## src/rtl/pipe_exc_ctrl_if.sv

```systemverilog
`timescale 1ns/1ps
`default_nettype none
// ============================================================================
//  Module   : pipe_exc_ctrl_if
//  Purpose  : Bundles the pipeline-facing signals of the exception/interrupt
//             sequencer. The pipeline uses the "master" modport: it drives the
//             event inputs and receives the stall/flush/PC/CP0 controls. The
//             sequencer uses the "slave" modport.
//  Signals  : irq[N_IRQ], ie, ov_ex, ex_pc[32], id_pc[32], eret_id, load_use
//             -> stall_if, stall_id, flush_id, flush_ex, flush_mem, pc_sel[2],
//                epc_we, epc_o[32], cause_we, exc_code[5], ie_clr, ie_set,
//                busy
//  Revision : 1.0  initial release
// ============================================================================
interface pipe_exc_ctrl_if #(
  parameter int N_IRQ = 4
);
  logic [N_IRQ-1:0] irq;
  logic             ie;
  logic             ov_ex;
  logic [31:0]      ex_pc;
  logic [31:0]      id_pc;
  logic             eret_id;
  logic             load_use;

  logic             stall_if;
  logic             stall_id;
  logic             flush_id;
  logic             flush_ex;
  logic             flush_mem;
  logic [1:0]       pc_sel;
  logic             epc_we;
  logic [31:0]      epc_o;
  logic             cause_we;
  logic [4:0]       exc_code;
  logic             ie_clr;
  logic             ie_set;
  logic             busy;

  modport master (
    output irq, ie, ov_ex, ex_pc, id_pc, eret_id, load_use,
    input  stall_if, stall_id, flush_id, flush_ex, flush_mem, pc_sel,
           epc_we, epc_o, cause_we, exc_code, ie_clr, ie_set, busy
  );

  modport slave (
    input  irq, ie, ov_ex, ex_pc, id_pc, eret_id, load_use,
    output stall_if, stall_id, flush_id, flush_ex, flush_mem, pc_sel,
           epc_we, epc_o, cause_we, exc_code, ie_clr, ie_set, busy
  );
endinterface
`default_nettype wire

```

## src/rtl/pipe_exc_ctrl.sv

```systemverilog
`timescale 1ns/1ps
`default_nettype none
// ============================================================================
//  Module   : pipe_exc_ctrl
//  Purpose  : Exception/interrupt sequencer for the 5-stage CPU. Arbitrates
//             EX overflow, external interrupts, eret and load-use hazards,
//             drives stall/flush/PC-select controls and CP0 EPC/Cause writes,
//             and drains the pipe for DRAIN_CYC cycles before vectoring.
//  Ports    : clk, rst (async, active-high)
//             bus : pipe_exc_ctrl_if.slave (event inputs in, controls out)
//  Revision : 1.0  initial release
// ============================================================================
module pipe_exc_ctrl #(
  parameter int         N_IRQ     = 4,
  parameter int         DRAIN_CYC = 2,
  parameter logic [4:0] OV_CODE   = 5'd12
) (
  input  wire logic          clk,
  input  wire logic          rst,
  pipe_exc_ctrl_if.slave     bus
);

  localparam int         c_IDX_W    = (N_IRQ > 1) ? $clog2(N_IRQ) : 1;
  localparam logic [2:0] c_CNT_INIT = 3'(DRAIN_CYC - 1);

  localparam logic [1:0] S_RUN   = 2'd0;
  localparam logic [1:0] S_DRAIN = 2'd1;
  localparam logic [1:0] S_VEC   = 2'd2;

  logic [1:0]         r_state, w_state_nx;
  logic [N_IRQ-1:0]   r_pend,  w_pend_nx, w_pend_clr;
  logic [2:0]         r_cnt,   w_cnt_nx;
  logic [c_IDX_W-1:0] r_idx,   w_idx_nx, w_sel;
  logic               r_is_irq, w_is_irq_nx;
  logic               w_irq_go;

  // Lowest set pending index wins (line 0 highest priority).
  always_comb begin
    w_sel = '0;
    for (int i = N_IRQ - 1; i >= 0; i--) begin
      if (r_pend[i]) w_sel = c_IDX_W'(i);
    end
  end

  assign w_irq_go = (|r_pend) && bus.ie && !bus.load_use;

  // State register, pending latch, drain counter and taken-event record.
  always_ff @(posedge clk or posedge rst) begin
    if (rst) begin
      r_state  <= S_RUN;
      r_pend   <= '0;
      r_cnt    <= '0;
      r_idx    <= '0;
      r_is_irq <= 1'b0;
    end else begin
      r_state  <= w_state_nx;
      r_pend   <= w_pend_nx;
      r_cnt    <= w_cnt_nx;
      r_idx    <= w_idx_nx;
      r_is_irq <= w_is_irq_nx;
    end
  end

  // Next-state logic.
  always_comb begin
    w_state_nx  = r_state;
    w_cnt_nx    = r_cnt;
    w_idx_nx    = r_idx;
    w_is_irq_nx = r_is_irq;
    w_pend_clr  = '0;
    case (r_state)
      S_RUN: begin
        if (bus.ov_ex) begin
          w_state_nx  = S_DRAIN;
          w_cnt_nx    = c_CNT_INIT;
          w_is_irq_nx = 1'b0;
        end else if (bus.eret_id) begin
          w_state_nx = S_RUN;
        end else if (w_irq_go) begin
          w_state_nx  = S_DRAIN;
          w_cnt_nx    = c_CNT_INIT;
          w_idx_nx    = w_sel;
          w_is_irq_nx = 1'b1;
        end
      end
      S_DRAIN: begin
        if (r_cnt == 3'd0) w_state_nx = S_VEC;
        else               w_cnt_nx   = r_cnt - 3'd1;
      end
      S_VEC: begin
        // Overflow entries have no pending bit to retire.
        for (int i = 0; i < N_IRQ; i++) begin
          if (r_is_irq && (r_idx == c_IDX_W'(i))) w_pend_clr[i] = 1'b1;
        end
        w_state_nx = S_RUN;
      end
      default: w_state_nx = S_RUN;
    endcase
    // A new request in the same cycle as its clear keeps the bit set.
    w_pend_nx = (r_pend & ~w_pend_clr) | bus.irq;
  end

  // Mealy output logic.
  always_comb begin
    bus.stall_if  = 1'b0;
    bus.stall_id  = 1'b0;
    bus.flush_id  = 1'b0;
    bus.flush_ex  = 1'b0;
    bus.flush_mem = 1'b0;
    bus.pc_sel    = 2'b00;
    bus.epc_we    = 1'b0;
    bus.epc_o     = 32'd0;
    bus.cause_we  = 1'b0;
    bus.exc_code  = 5'd0;
    bus.ie_clr    = 1'b0;
    bus.ie_set    = 1'b0;
    bus.busy      = 1'b0;
    case (r_state)
      S_RUN: begin
        if (bus.ov_ex) begin
          // The faulting instruction is in EX: kill it and everything younger.
          bus.flush_id  = 1'b1;
          bus.flush_ex  = 1'b1;
          bus.flush_mem = 1'b1;
          bus.stall_if  = 1'b1;
          bus.epc_we    = 1'b1;
          bus.epc_o     = bus.ex_pc;
          bus.cause_we  = 1'b1;
          bus.exc_code  = OV_CODE;
        end else if (bus.eret_id) begin
          bus.pc_sel   = 2'b10;
          bus.flush_id = 1'b1;
          bus.ie_set   = 1'b1;
        end else if (w_irq_go) begin
          // Interrupt restarts at the instruction in ID; older ones complete.
          bus.flush_id = 1'b1;
          bus.stall_if = 1'b1;
          bus.epc_we   = 1'b1;
          bus.epc_o    = bus.id_pc;
          bus.cause_we = 1'b1;
          bus.exc_code = 5'(w_sel);
        end else if (bus.load_use) begin
          bus.stall_if = 1'b1;
          bus.stall_id = 1'b1;
          bus.flush_ex = 1'b1;
        end
      end
      S_DRAIN: begin
        bus.stall_if = 1'b1;
        bus.flush_id = 1'b1;
        bus.busy     = 1'b1;
      end
      S_VEC: begin
        bus.pc_sel = 2'b01;
        bus.ie_clr = 1'b1;
        bus.busy   = 1'b1;
      end
      default: ;
    endcase
  end

endmodule
`default_nettype wire

```

## src/flat_wrapper.sv

```systemverilog
// flat-port wrapper written by rule: the top's interface ports become plain ports
module pipe_exc_ctrl_flat 
#(
  parameter int         N_IRQ     = 4,
  parameter int         DRAIN_CYC = 2,
  parameter logic [4:0] OV_CODE   = 5'd12
)
  (clk, rst, bus_irq, bus_ie, bus_ov_ex, bus_ex_pc, bus_id_pc, bus_eret_id, bus_load_use, bus_stall_if, bus_stall_id, bus_flush_id, bus_flush_ex, bus_flush_mem, bus_pc_sel, bus_epc_we, bus_epc_o, bus_cause_we, bus_exc_code, bus_ie_clr, bus_ie_set, bus_busy);
  pipe_exc_ctrl_if #(.N_IRQ(N_IRQ)) bus_i ();
  input  wire logic clk;
  input  wire logic rst;
  input wire logic [$bits(bus_i.irq)-1:0] bus_irq;
  input wire logic [$bits(bus_i.ie)-1:0] bus_ie;
  input wire logic [$bits(bus_i.ov_ex)-1:0] bus_ov_ex;
  input wire logic [$bits(bus_i.ex_pc)-1:0] bus_ex_pc;
  input wire logic [$bits(bus_i.id_pc)-1:0] bus_id_pc;
  input wire logic [$bits(bus_i.eret_id)-1:0] bus_eret_id;
  input wire logic [$bits(bus_i.load_use)-1:0] bus_load_use;
  output wire logic [$bits(bus_i.stall_if)-1:0] bus_stall_if;
  output wire logic [$bits(bus_i.stall_id)-1:0] bus_stall_id;
  output wire logic [$bits(bus_i.flush_id)-1:0] bus_flush_id;
  output wire logic [$bits(bus_i.flush_ex)-1:0] bus_flush_ex;
  output wire logic [$bits(bus_i.flush_mem)-1:0] bus_flush_mem;
  output wire logic [$bits(bus_i.pc_sel)-1:0] bus_pc_sel;
  output wire logic [$bits(bus_i.epc_we)-1:0] bus_epc_we;
  output wire logic [$bits(bus_i.epc_o)-1:0] bus_epc_o;
  output wire logic [$bits(bus_i.cause_we)-1:0] bus_cause_we;
  output wire logic [$bits(bus_i.exc_code)-1:0] bus_exc_code;
  output wire logic [$bits(bus_i.ie_clr)-1:0] bus_ie_clr;
  output wire logic [$bits(bus_i.ie_set)-1:0] bus_ie_set;
  output wire logic [$bits(bus_i.busy)-1:0] bus_busy;
  assign bus_i.irq = bus_irq;
  assign bus_i.ie = bus_ie;
  assign bus_i.ov_ex = bus_ov_ex;
  assign bus_i.ex_pc = bus_ex_pc;
  assign bus_i.id_pc = bus_id_pc;
  assign bus_i.eret_id = bus_eret_id;
  assign bus_i.load_use = bus_load_use;
  assign bus_stall_if = bus_i.stall_if;
  assign bus_stall_id = bus_i.stall_id;
  assign bus_flush_id = bus_i.flush_id;
  assign bus_flush_ex = bus_i.flush_ex;
  assign bus_flush_mem = bus_i.flush_mem;
  assign bus_pc_sel = bus_i.pc_sel;
  assign bus_epc_we = bus_i.epc_we;
  assign bus_epc_o = bus_i.epc_o;
  assign bus_cause_we = bus_i.cause_we;
  assign bus_exc_code = bus_i.exc_code;
  assign bus_ie_clr = bus_i.ie_clr;
  assign bus_ie_set = bus_i.ie_set;
  assign bus_busy = bus_i.busy;
  pipe_exc_ctrl #(.N_IRQ(N_IRQ), .DRAIN_CYC(DRAIN_CYC), .OV_CODE(OV_CODE)) u_core (.clk(clk), .rst(rst), .bus(bus_i));
endmodule
```

## config.mk

```make
export PLATFORM = sky130hd
export DESIGN_NAME = pipe_exc_ctrl_flat
export DESIGN_NICKNAME = d
export VERILOG_FILES = /design/src/rtl/pipe_exc_ctrl_if.sv /design/src/rtl/pipe_exc_ctrl.sv /design/src/flat_wrapper.sv
export SDC_FILE = /design/constraint.sdc
export NUM_CORES = 1
export LEC_CHECK = 0
export BUFFER_PORTS_ARGS = -buffer_cell sky130_fd_sc_hd__buf_2
export CELL_PAD_IN_SITES_DETAIL_PLACEMENT = 0
export CELL_PAD_IN_SITES_GLOBAL_PLACEMENT = 1
export CORE_MARGIN = 10
export CORE_UTILIZATION = 25
export CTS_BUF_LIST = sky130_fd_sc_hd__clkbuf_4 sky130_fd_sc_hd__clkbuf_8 sky130_fd_sc_hd__clkbuf_16
export CTS_CLUSTER_DIAMETER = 40
export DETAILED_ROUTE_END_ITERATION = 8
export GPL_TIMING_DRIVEN = 0
export HOLD_SLACK_MARGIN = 0.08
export PLACE_DENSITY_LB_ADDON = 0.08
export SLEW_MARGIN = 10
export SYNTH_ARGS = -nofsm -noshare
export SYNTH_HDL_FRONTEND = slang
export SYNTH_SLANG_ARGS = --single-unit
export TNS_END_PERCENT = 50
```

## constraint.sdc

```tcl
create_clock -name clk -period 2.52 [get_ports clk]
set_clock_uncertainty 0.2 [all_clocks]
set_input_delay 0.252 -clock clk [delete_from_list [all_inputs] [get_ports clk]]
set_output_delay 0.252 -clock clk [all_outputs]
set_load 0.1 [all_outputs]
```

==> summary.txt, run 1 <==
Setup path
  • CP Class: flip-flop to primary output
  • Crit start category: flip-flop
  • Critical Path RT: 2070 ps
  • Worst reg2reg path startpoint: u_core.r_pend[1]
  • CP max stage cell: dfrtp_2
  • Crit path arrival time: 2010 ps
  • R2R Setup Slk: 620 ps
  • Max stage delay on crit path: 430 ps
  • Reg2reg path depth: 6
  • Crit. End Element: primary output
  • Worst R2R End: u_core.r_idx[0]
  • Critical path fanouts, max: 10
  • Most used cell, CP: buf_6
  • Crit-path cells: o41ai_4 > buf_6 > nor3_4 > buf_4 > buf_6 > o21a_1 > buf_4 > buf_6

Synth
  • FF+latch count, synth: 12
  • Post-synth top area cell: dfrtp_1
  • Mapped cell area: 0.001501 mm^2
  • Post-synth top area share: 0.2000
  • Largest family of logic cells by synthesized area: simple AND/OR/NAND/NOR gates
  • Synth unique cells: 38
  • Synth top area cells: dfrtp_1 20%, nand3b_1 16%, a21boi_0 14%, nand2_1 9.2%, ha_1 4.2%
  • Area share of fa/ha/maj cells after synthesis: 0.04167
  • Post-Syn Nets: 280
  • Sequential area share after synthesis: 0.2000
  • XOR/XNOR Fraction of Synth Area: 0
  • Cells after Synth: 201
  • Compound-Gate Fraction of Synth Area: 0.2950
  • Synth Area in Simple Gates: 0.3550
  • Mean post-synth cell area: 7.470 um^2
  • Syn. warnings: 0
  • Mux cell area share after synthesis: 0.007500

Layout
  • Cell area after layout: 0.002564 mm^2
  • Synthesis-to-finish area growth: 70.75%
  • Layout cells sized above 1: 0.5045
  • Fin nets: 415
  • Finished Core Util: 0.4356
  • Ant diodes: 0

Placed design
  • Gp weighted congestion: 0.7564
  • Hpwl dp: 5.194 mm
  • Port-buffer cells: 120
  • Setup Slack @ Placement: -11.50 ps
  • DP Area: 0.002268 mm^2

Clocking
  • H-tree depth: 1
  • Worst-Skew Late Latency: 240 ps
  • CTS buffer count: 3
  • Clock transition at path regs: 60 ps
  • CTS tree: yes
  • CTS Root Cell: clkbuf_8
  • Clk sink count: 12
  • Clock Path Buffers: 2

Timing
  • Minimum clock period: 2465 ps
  • Period utilisation layout: 0.9783
  • Slew Viols, Final: 0
  • Least-Margin Pin Slew: 535.6 ps
  • Worst setup margin: 54.64 ps
  • Final hold viol count: 0
  • Fin Hold WS: 293.9 ps
  • Relative slew slack: 0.6392
  • Setup violations, final: 0
  • FMAX: 0.4056 GHz
  • RSZ-0062 raised after global routing: true

Floorplan
  • Starting Density: 0.2551
  • Core area: 0.005886 mm^2
  • IO Pins: 123
  • Die area: 0.009505 mm^2
  • Core Rows: 28
  • Die extent in y: 97.50 um
  • Die Wd: 97.50 um

Drt
  • DRC: 0
  • Post-route antenna net violation count: 0
  • TritonRoute pass-1 iters: 4
  • Drt first-iter violations: 52
  • Vias: 1876
  • WL final: 6.364 mm
  • WL per Instance: 15.52 um
  • Via-per-instance ratio: 4.576

Power
  • Clock power share: 0.061
  • Int Power: 0.001096 W
  • Share of power burned in registers: 0.079
  • Pleak: 1.250 nW
  • Switching share of power: 0.6821
  • Power per cell area: 1344 mW/mm^2
  • Switch Pwr: 0.002351 W
  • Logic pwr share: 0.861
  • Peak VDD IR: 0.001460 V

Min path
  • HP Start: bus_eret_id
  • Hold depth: 4
  • Hold WC Path Type: input port to flip-flop
  • Hold endpoint: u_core.r_state[1]

GRT
  • GR Util met2: 0.2008
  • Largest net degree at the start of global routing: 13
  • GRT Util Overall: 0.1225
  • Vias in the first global route: 1936
  • GR Layer Usage met3: 0.03272
  • Global-route wire length before repair: 10.03 mm
  • Initial antenna violation count: 0
  • Met1 usage: 0.1589
  • Congestion Overflow GR: 0
  • Busiest grt layer: met2

Outcome
  • Outcome: completed

Flow run
  • Max_cap viols: 0
[worst max-delay path: cells and delay by family, from the launching register on]
family / cells / cell delay (ps)
DFF: 1 / 430
buffers and inverters: 5 / 770
and+or+nand+nor: 1 / 40
AOI/OAI and AO/OA: 2 / 540
[how the worst max path moves through the flow]
stage	start	endpoint	slack, ps	cells past startpoint
after floorplan	u_core.r_pend[0]	bus_epc_o[14]	-470	5
after global placement	u_core.r_state[0]	bus_epc_o[15]	-60	6
after detailed placement	u_core.r_state[0]	bus_epc_o[19]	-10	6
after CTS	u_core.r_pend[1]	bus_epc_we	-5	6
after global routing	u_core.r_pend[0]	bus_epc_o[27]	-50	8
final	u_core.r_pend[1]	bus_epc_we	50	8
[registers in the layout, indices dropped and copies added, names as in the netlist]
signal,flops
u_core.r_idx,2
u_core.r_pend,4
u_core.r_is_irq,1
u_core.r_cnt,3
u_core.r_state,2
[cell usage in the layout, fill, tap and decap left out, drive strengths merged, types with 2 or more instances in the layout]
cell type    instances
nor2b                4
o31ai                3
ha                   5
nand2b               4
buf                132
dlygate4sd3          5
nor2                 7
clkbuf              18
and2                 3
dfrtp               12
o21ai                5
nor3                 4
nand3b              32
a21oi                6
nand2               37
inv                  8
o2bb2ai              2
a21o                 3
a22oi                2
a21boi              32
[per-stage QoR]
stage	setup TNS [ps]	instances	total power (W)
global route	-187.8	410	0.003592
CTS	-4.582	405	0.003394
detailed placement	-28.95	396	0.003093
floorplan	-6487	201	0.002653
finish	0	410	0.003447
global placement	-510.2	396	0.003104
[synthesized netlist by cell type]
library cell and n:
a21boi_0 27, a21boi_1 5, a21o_1 3, a21oi_1 5
a21oi_2 1, a22oi_1 2, a311o_1 1, a31oi_1 1
a41o_1 1, and2_1 3, and3_1 1, buf_1 1
buf_2 1, buf_4 8, buf_6 1, clkbuf_1 10
conb_1 1, dfrtp_1 12, ha_1 5, inv_1 8
mux2_2 1, nand2_1 37, nand2b_1 4, nand3_1 1
nand3b_1 32, nand4_1 1, nor2_1 6, nor2_2 1
nor2b_1 4, nor3_1 3, nor3_4 1, nor3b_1 1
o21a_1 1, o21ai_0 5, o2bb2ai_1 2, o31ai_1 2
o31ai_2 1, o41ai_4 1
[area by class of cell]
cell class / instances / area (um^2)
fillers: 633 / 3322
multi-input cells: 160 / 1131
repair buffers: 130 / 830.8
flip-flops and latches: 12 / 302.8
plain buffers: 21 / 120.1
well taps: 75 / 93.84
clock buffers: 4 / 55.05
inverters: 8 / 30.03
[timing repair]
item	CTS	global route
pin swaps	1	1
setup buffers	0	5
resized for setup	29	33
hold buffers	5	0
setup endpoints to repair	32	34
endpoints found under the hold margin	16	0
[power by group through the flow]
stage | registers (W) | logic (W) | clock network [W]
after floorplan | 0.000264 | 0.00239 | 0
after global placement | 0.000272 | 0.00283 | 0
after detailed placement | 0.000274 | 0.00282 | 0
after CTS | 0.000270 | 0.00291 | 0.000212
after global routing | 0.000277 | 0.00309 | 0.000222
final | 0.000271 | 0.00297 | 0.000209
[metal layers]
layer	wire length, um	part of all wire
met4	19	0.0030
met3	483	0.076
met1	2920	0.46
met5	0	0
met2	2942	0.46
[cells by family after synthesis]
| logic type | Yosys count |
|---|---|
| and+or+nand+nor | 95 |
| AOI/OAI and AO/OA | 58 |
| buffers and inverters | 29 |
| DFF | 12 |
| adders and majority gates | 5 |
| muxes | 1 |
| other | 1 |
Note: power is estimated with default switching activity, not from simulation.
==> run 2, diff against run 1 <==
--- a/config.mk
+++ b/config.mk
@@ -5,11 +5,12 @@
 export SDC_FILE = /design/constraint.sdc
 export NUM_CORES = 1
 export LEC_CHECK = 0
+export ABC_AREA = 1
 export BUFFER_PORTS_ARGS = -buffer_cell sky130_fd_sc_hd__buf_2
 export CELL_PAD_IN_SITES_DETAIL_PLACEMENT = 0
 export CELL_PAD_IN_SITES_GLOBAL_PLACEMENT = 1
 export CORE_MARGIN = 10
-export CORE_UTILIZATION = 25
+export CORE_UTILIZATION = 22
 export CTS_BUF_LIST = sky130_fd_sc_hd__clkbuf_4 sky130_fd_sc_hd__clkbuf_8 sky130_fd_sc_hd__clkbuf_16
 export CTS_CLUSTER_DIAMETER = 40
 export DETAILED_ROUTE_END_ITERATION = 8
==> summary.txt, run 2 <==
Outcome
  • Outcome: completed (unchanged)

Synth
  • FF+latch count, synth: 12 (unchanged)
  • Synth top cells by count: 118 x nand2_1, 22 x inv_1, 14 x nor2_1, 12 x dfrtp_1 (was 37 x nand2_1, 32 x nand3b_1, 27 x a21boi_0, 12 x dfrtp_1, 10 x clkbuf_1)
  • Cells after Synth: 223 (was 201)
  • Sequential area share after synthesis: 0.2310 (was 0.2000)
  • Mapped cell area: 0.001300 mm^2 (was 0.001501 mm^2)
  • Ys async rst share: 1.000 (unchanged)
  • Post-synth top area cell: nand2_1 (was dfrtp_1)
  • Synth unique cells: 24 (was 38)
  • Mean post-synth cell area: 5.830 um^2 (was 7.470 um^2)
  • Post-Syn Nets: 302 (was 280)
  • Synth top area cells: nand2_1 34%, dfrtp_1 23%, inv_1 6.4%, nand2_2 5.3%, ha_1 4.8% (was dfrtp_1 20%, nand3b_1 16%, a21boi_0 14%, nand2_1 9.2%, ha_1 4.2%)
  • Post-synth top area share: 0.3407 (was 0.2000)
  • Number of flops mapped to enable cells by yosys: 0 (unchanged)
  • Most numerous cell in the Yosys netlist: nand2_1 (unchanged)
  • Primary FF master, synth: dfrtp_1 (unchanged)
  • Syn. warnings: 0 (unchanged)

Drt
  • Post-route antenna net violation count: 0 (unchanged)
  • DRC: 0 (unchanged)
  • Drt first-iter violations: 40 (was 52)
  • WL final: 5.638 mm (was 6.364 mm)
  • TritonRoute pass-1 iters: 4 (unchanged)
  • Vias: 1770 (was 1876)
  • WL per Instance: 13.14 um (was 15.52 um)
  • Via-per-instance ratio: 4.126 (was 4.576)

Setup path
  • Crit path arrival time: 1960 ps (was 2010 ps)
  • Crit-path cells: inv_1 > ha_2 > inv_2 > nor2_4 > inv_2 > nor2_8 > buf_12 > nand2_2 > nand2_1 > buf_4 (was o41ai_4 > buf_6 > nor3_4 > buf_4 > buf_6 > o21a_1 > buf_4 > buf_6)
  • Max stage delay on crit path: 400 ps (was 430 ps)
  • Critical path fanouts, max: 10 (unchanged)
  • Crit. End Element: primary output (unchanged)
  • Top delay family on crit path: buffers and inverters (unchanged)
  • Crit path buf inv count: 5 (unchanged)
  • Crit start category: flip-flop (unchanged)
  • CP Class: flip-flop to primary output (unchanged)
  • CP max stage cell: dfrtp_1 (was dfrtp_2)
  • Most used cell, CP: inv_2 (was buf_6)
  • Critical Path RT: 2070 ps (about the same)

Layout
  • Ant diodes: 0 (unchanged)
  • Area of the multi-input gates: 820.8 um^2 (was 0.001131 mm^2)
  • Biggest register: u_core.r_pend (unchanged)
  • Synthesis-to-finish area growth: 84.41% (was 70.75%)
  • Filler instances: 602 (was 633)
  • Max reg flops: 4 (unchanged)
  • Layout cells sized above 1: 0.4566 (was 0.5045)
  • Fin nets: 437 (was 415)
  • Largest regs: u_core.r_pend: 4 flops, u_core.r_cnt: 3 flops (unchanged)
  • Cell area after layout: 0.002397 mm^2 (was 0.002564 mm^2)
  • Most frequent cells in the layout: 117 x nand2_1, 86 x buf_2, 22 x inv_1, 22 x buf_6, 17 x buf_4 (was 85 x buf_2, 37 x nand2_1, 32 x nand3b_1, 31 x buf_4, 18 x a21boi_2)
  • Commonest non-fill, non-tap cell in the layout: nand2_1 (was buf_2)
  • FF+latch area: 300.3 um^2 (was 302.8 um^2)

Power
  • Pleak: 1.451 nW (was 1.250 nW)
  • Power per cell area: 1373 mW/mm^2 (was 1344 mW/mm^2)
  • Peak VDD IR: 0.0009731 V (was 0.001460 V)

Timing
  • RSZ-0062 raised after global routing: false (was true)
  • FMAX: 0.4153 GHz (was 0.4056 GHz)
  • Period utilisation layout: 0.9555 (was 0.9783)
  • Relative slew slack: 0.6609 (was 0.6392)
  • Least-Margin Pin Slew: 512.1 ps (was 535.6 ps)
  • Minimum clock period: 2408 ps (was 2465 ps)
  • Slew Viols, Final: 0 (unchanged)
  • Setup violations, final: 0 (unchanged)
  • Final hold viol count: 0 (unchanged)
  • Post-route setup TNS: 0 ps (unchanged)

Placed design
  • Hpwl dp: 4.728 mm (was 5.194 mm)
  • DP Area: 0.002011 mm^2 (was 0.002268 mm^2)
  • Gp weighted congestion: 0.8065 (was 0.7564)
  • Port-buffer cells: 121 (was 120)

GRT
  • Vias in the first global route: 1745 (was 1936)
  • Largest net degree at the start of global routing: 13 (unchanged)
  • GRT Util Overall: 0.1160 (was 0.1225)
  • Global-route wire length before repair: 9.225 mm (was 10.03 mm)
  • Initial antenna violation count: 0 (unchanged)
  • Congestion Overflow GR: 0 (unchanged)

Floorplan
  • Die Wd: 96.87 um (was 97.50 um)
  • Core area: 0.005608 mm^2 (was 0.005886 mm^2)
  • Starting Density: 0.2318 (was 0.2551)
  • Die area: 0.009384 mm^2 (was 0.009505 mm^2)
  • Core Rows: 27 (was 28)
  • Die extent in y: 96.87 um (was 97.50 um)
  • IO Pins: 123 (unchanged)

Clocking
  • CTS buffer count: 3 (unchanged)
  • H-tree depth: 1 (unchanged)
  • Worst-Skew Late Latency: 240 ps (about the same)
  • Clock Path Buffers: 2 (unchanged)
  • CTS tree: yes (unchanged)
  • Clock transition at path regs: 50 ps (was 60 ps)
  • Clk sink count: 12 (unchanged)
  • CTS Root Cell: clkbuf_8 (unchanged)

Min path
  • Hold WC Path Type: input port to flip-flop (unchanged)

Flow run
  • Max_cap viols: 0 (unchanged)
-- run 2: cell types whose count changed after synthesis, moves of 3 or more --
cell / change
inv_1: +14
a21oi_1: -4
nor2b_1: -4
nand2_2: +11
nand2_1: +81
nor2_1: +8
nand2b_1: -4
nand3b_1: -32
a21boi_0: -27
clkbuf_1: -10
and2_1: -3
a21boi_1: -5
nand3_1: +10
-- run 2: per-stage QoR --
stage	std cells	total power, W	hold slack (ps)	utilization	setup slack, ps
after floorplan	223	0.002438	-83.30	-	-26.96
after global placement	416	0.002851	90.08	0.3585	125.3
after detailed placement	416	0.002841	96.76	0.3585	112.3
after CTS	425	0.003181	243.6	0.4003	0.9568
after global routing	429	0.003487	314.9	0.4275	7.486
final	429	0.003291	258.3	0.4275	112.1
-- run 2: where the power goes --
group | total (W) | leakage (nW) | switching (W) | internal [W]
sequential | 0.000280 | 0.140 | 0.0000402 | 0.000240
combinational | 0.00280 | 1.28 | 0.00215 | 0.000644
clock | 0.000213 | 0.0288 | 0.0000752 | 0.000138
-- run 2: routing by layer --
layer | part of all wire | track usage | vias to the layer above | wire (um)
li1 | - | - | 935 | -
met1 | 0.42 | 0.1326 | 757 | 2387
met2 | 0.50 | 0.2076 | 73 | 2811
met3 | 0.070 | 0.03123 | 5 | 394
met4 | 0.0078 | 0.02706 | 0 | 44
met5 | 0 | 0 | - | 0
-- run 2: cell families (layout without fill, tap and decap cells) --
kind of cell | count (synthesis) | count (layout) | share of synthesized area
compound gates | 9 | 9 | 0.03946
xor+xnor | 1 | 1 | 0.006738
fa+ha+maj | 5 | 5 | 0.04812
buf+inv | 37 | 171 | 0.1511
flops | 12 | 12 | 0.2310
other cells | 1 | 1 | 0.002885
simple gates | 158 | 158 | 0.5207
-- run 2: path summary, 6_finish.rpt --
path | from | to | slack, ps | depth (start not counted)
worst min-delay path | bus_eret_id | u_core.r_cnt[0] | 260 | 5
worst min register to register | u_core.r_cnt[1] | u_core.r_cnt[1] | 270 | 2
worst max-delay path | u_core.r_state[0] | bus_epc_o[6] | 110 | 10
max in group asynchronous | rst | u_core.r_cnt[0] | 1440 | 3
worst max register to register | u_core.r_state[0] | u_core.r_state[1] | 780 | 9
min in group asynchronous | rst | u_core.r_is_irq | 360 | 3
-- run 2: what timing repair did --
item	in CTS	in global routing
endpoints found under the hold margin	16	0
setup buffers	0	4
hold buffers	5	0
resized for setup	46	33
pin swaps	0	2
setup endpoints to repair	35	34
-- run 2: layout make-up --
type / instances / area share
repair buffers: 130 / 0.3873
multi-input cells: 174 / 0.3424
flip-flops and latches: 12 / 0.1253
plain buffers: 12 / 0.04384
inverters: 25 / 0.04071
well taps: 72 / 0.03758
clock buffers: 4 / 0.02296
-- run 2: worst register-to-register path, cell delays in order, from the launching register on --
cell,delay [ps]
dfrtp_1,400
inv_1,90
ha_2,200
inv_2,80
nor2_4,140
buf_4,130
buf_4,100
nand3_1,120
nand3_1,120
nand2_1,60
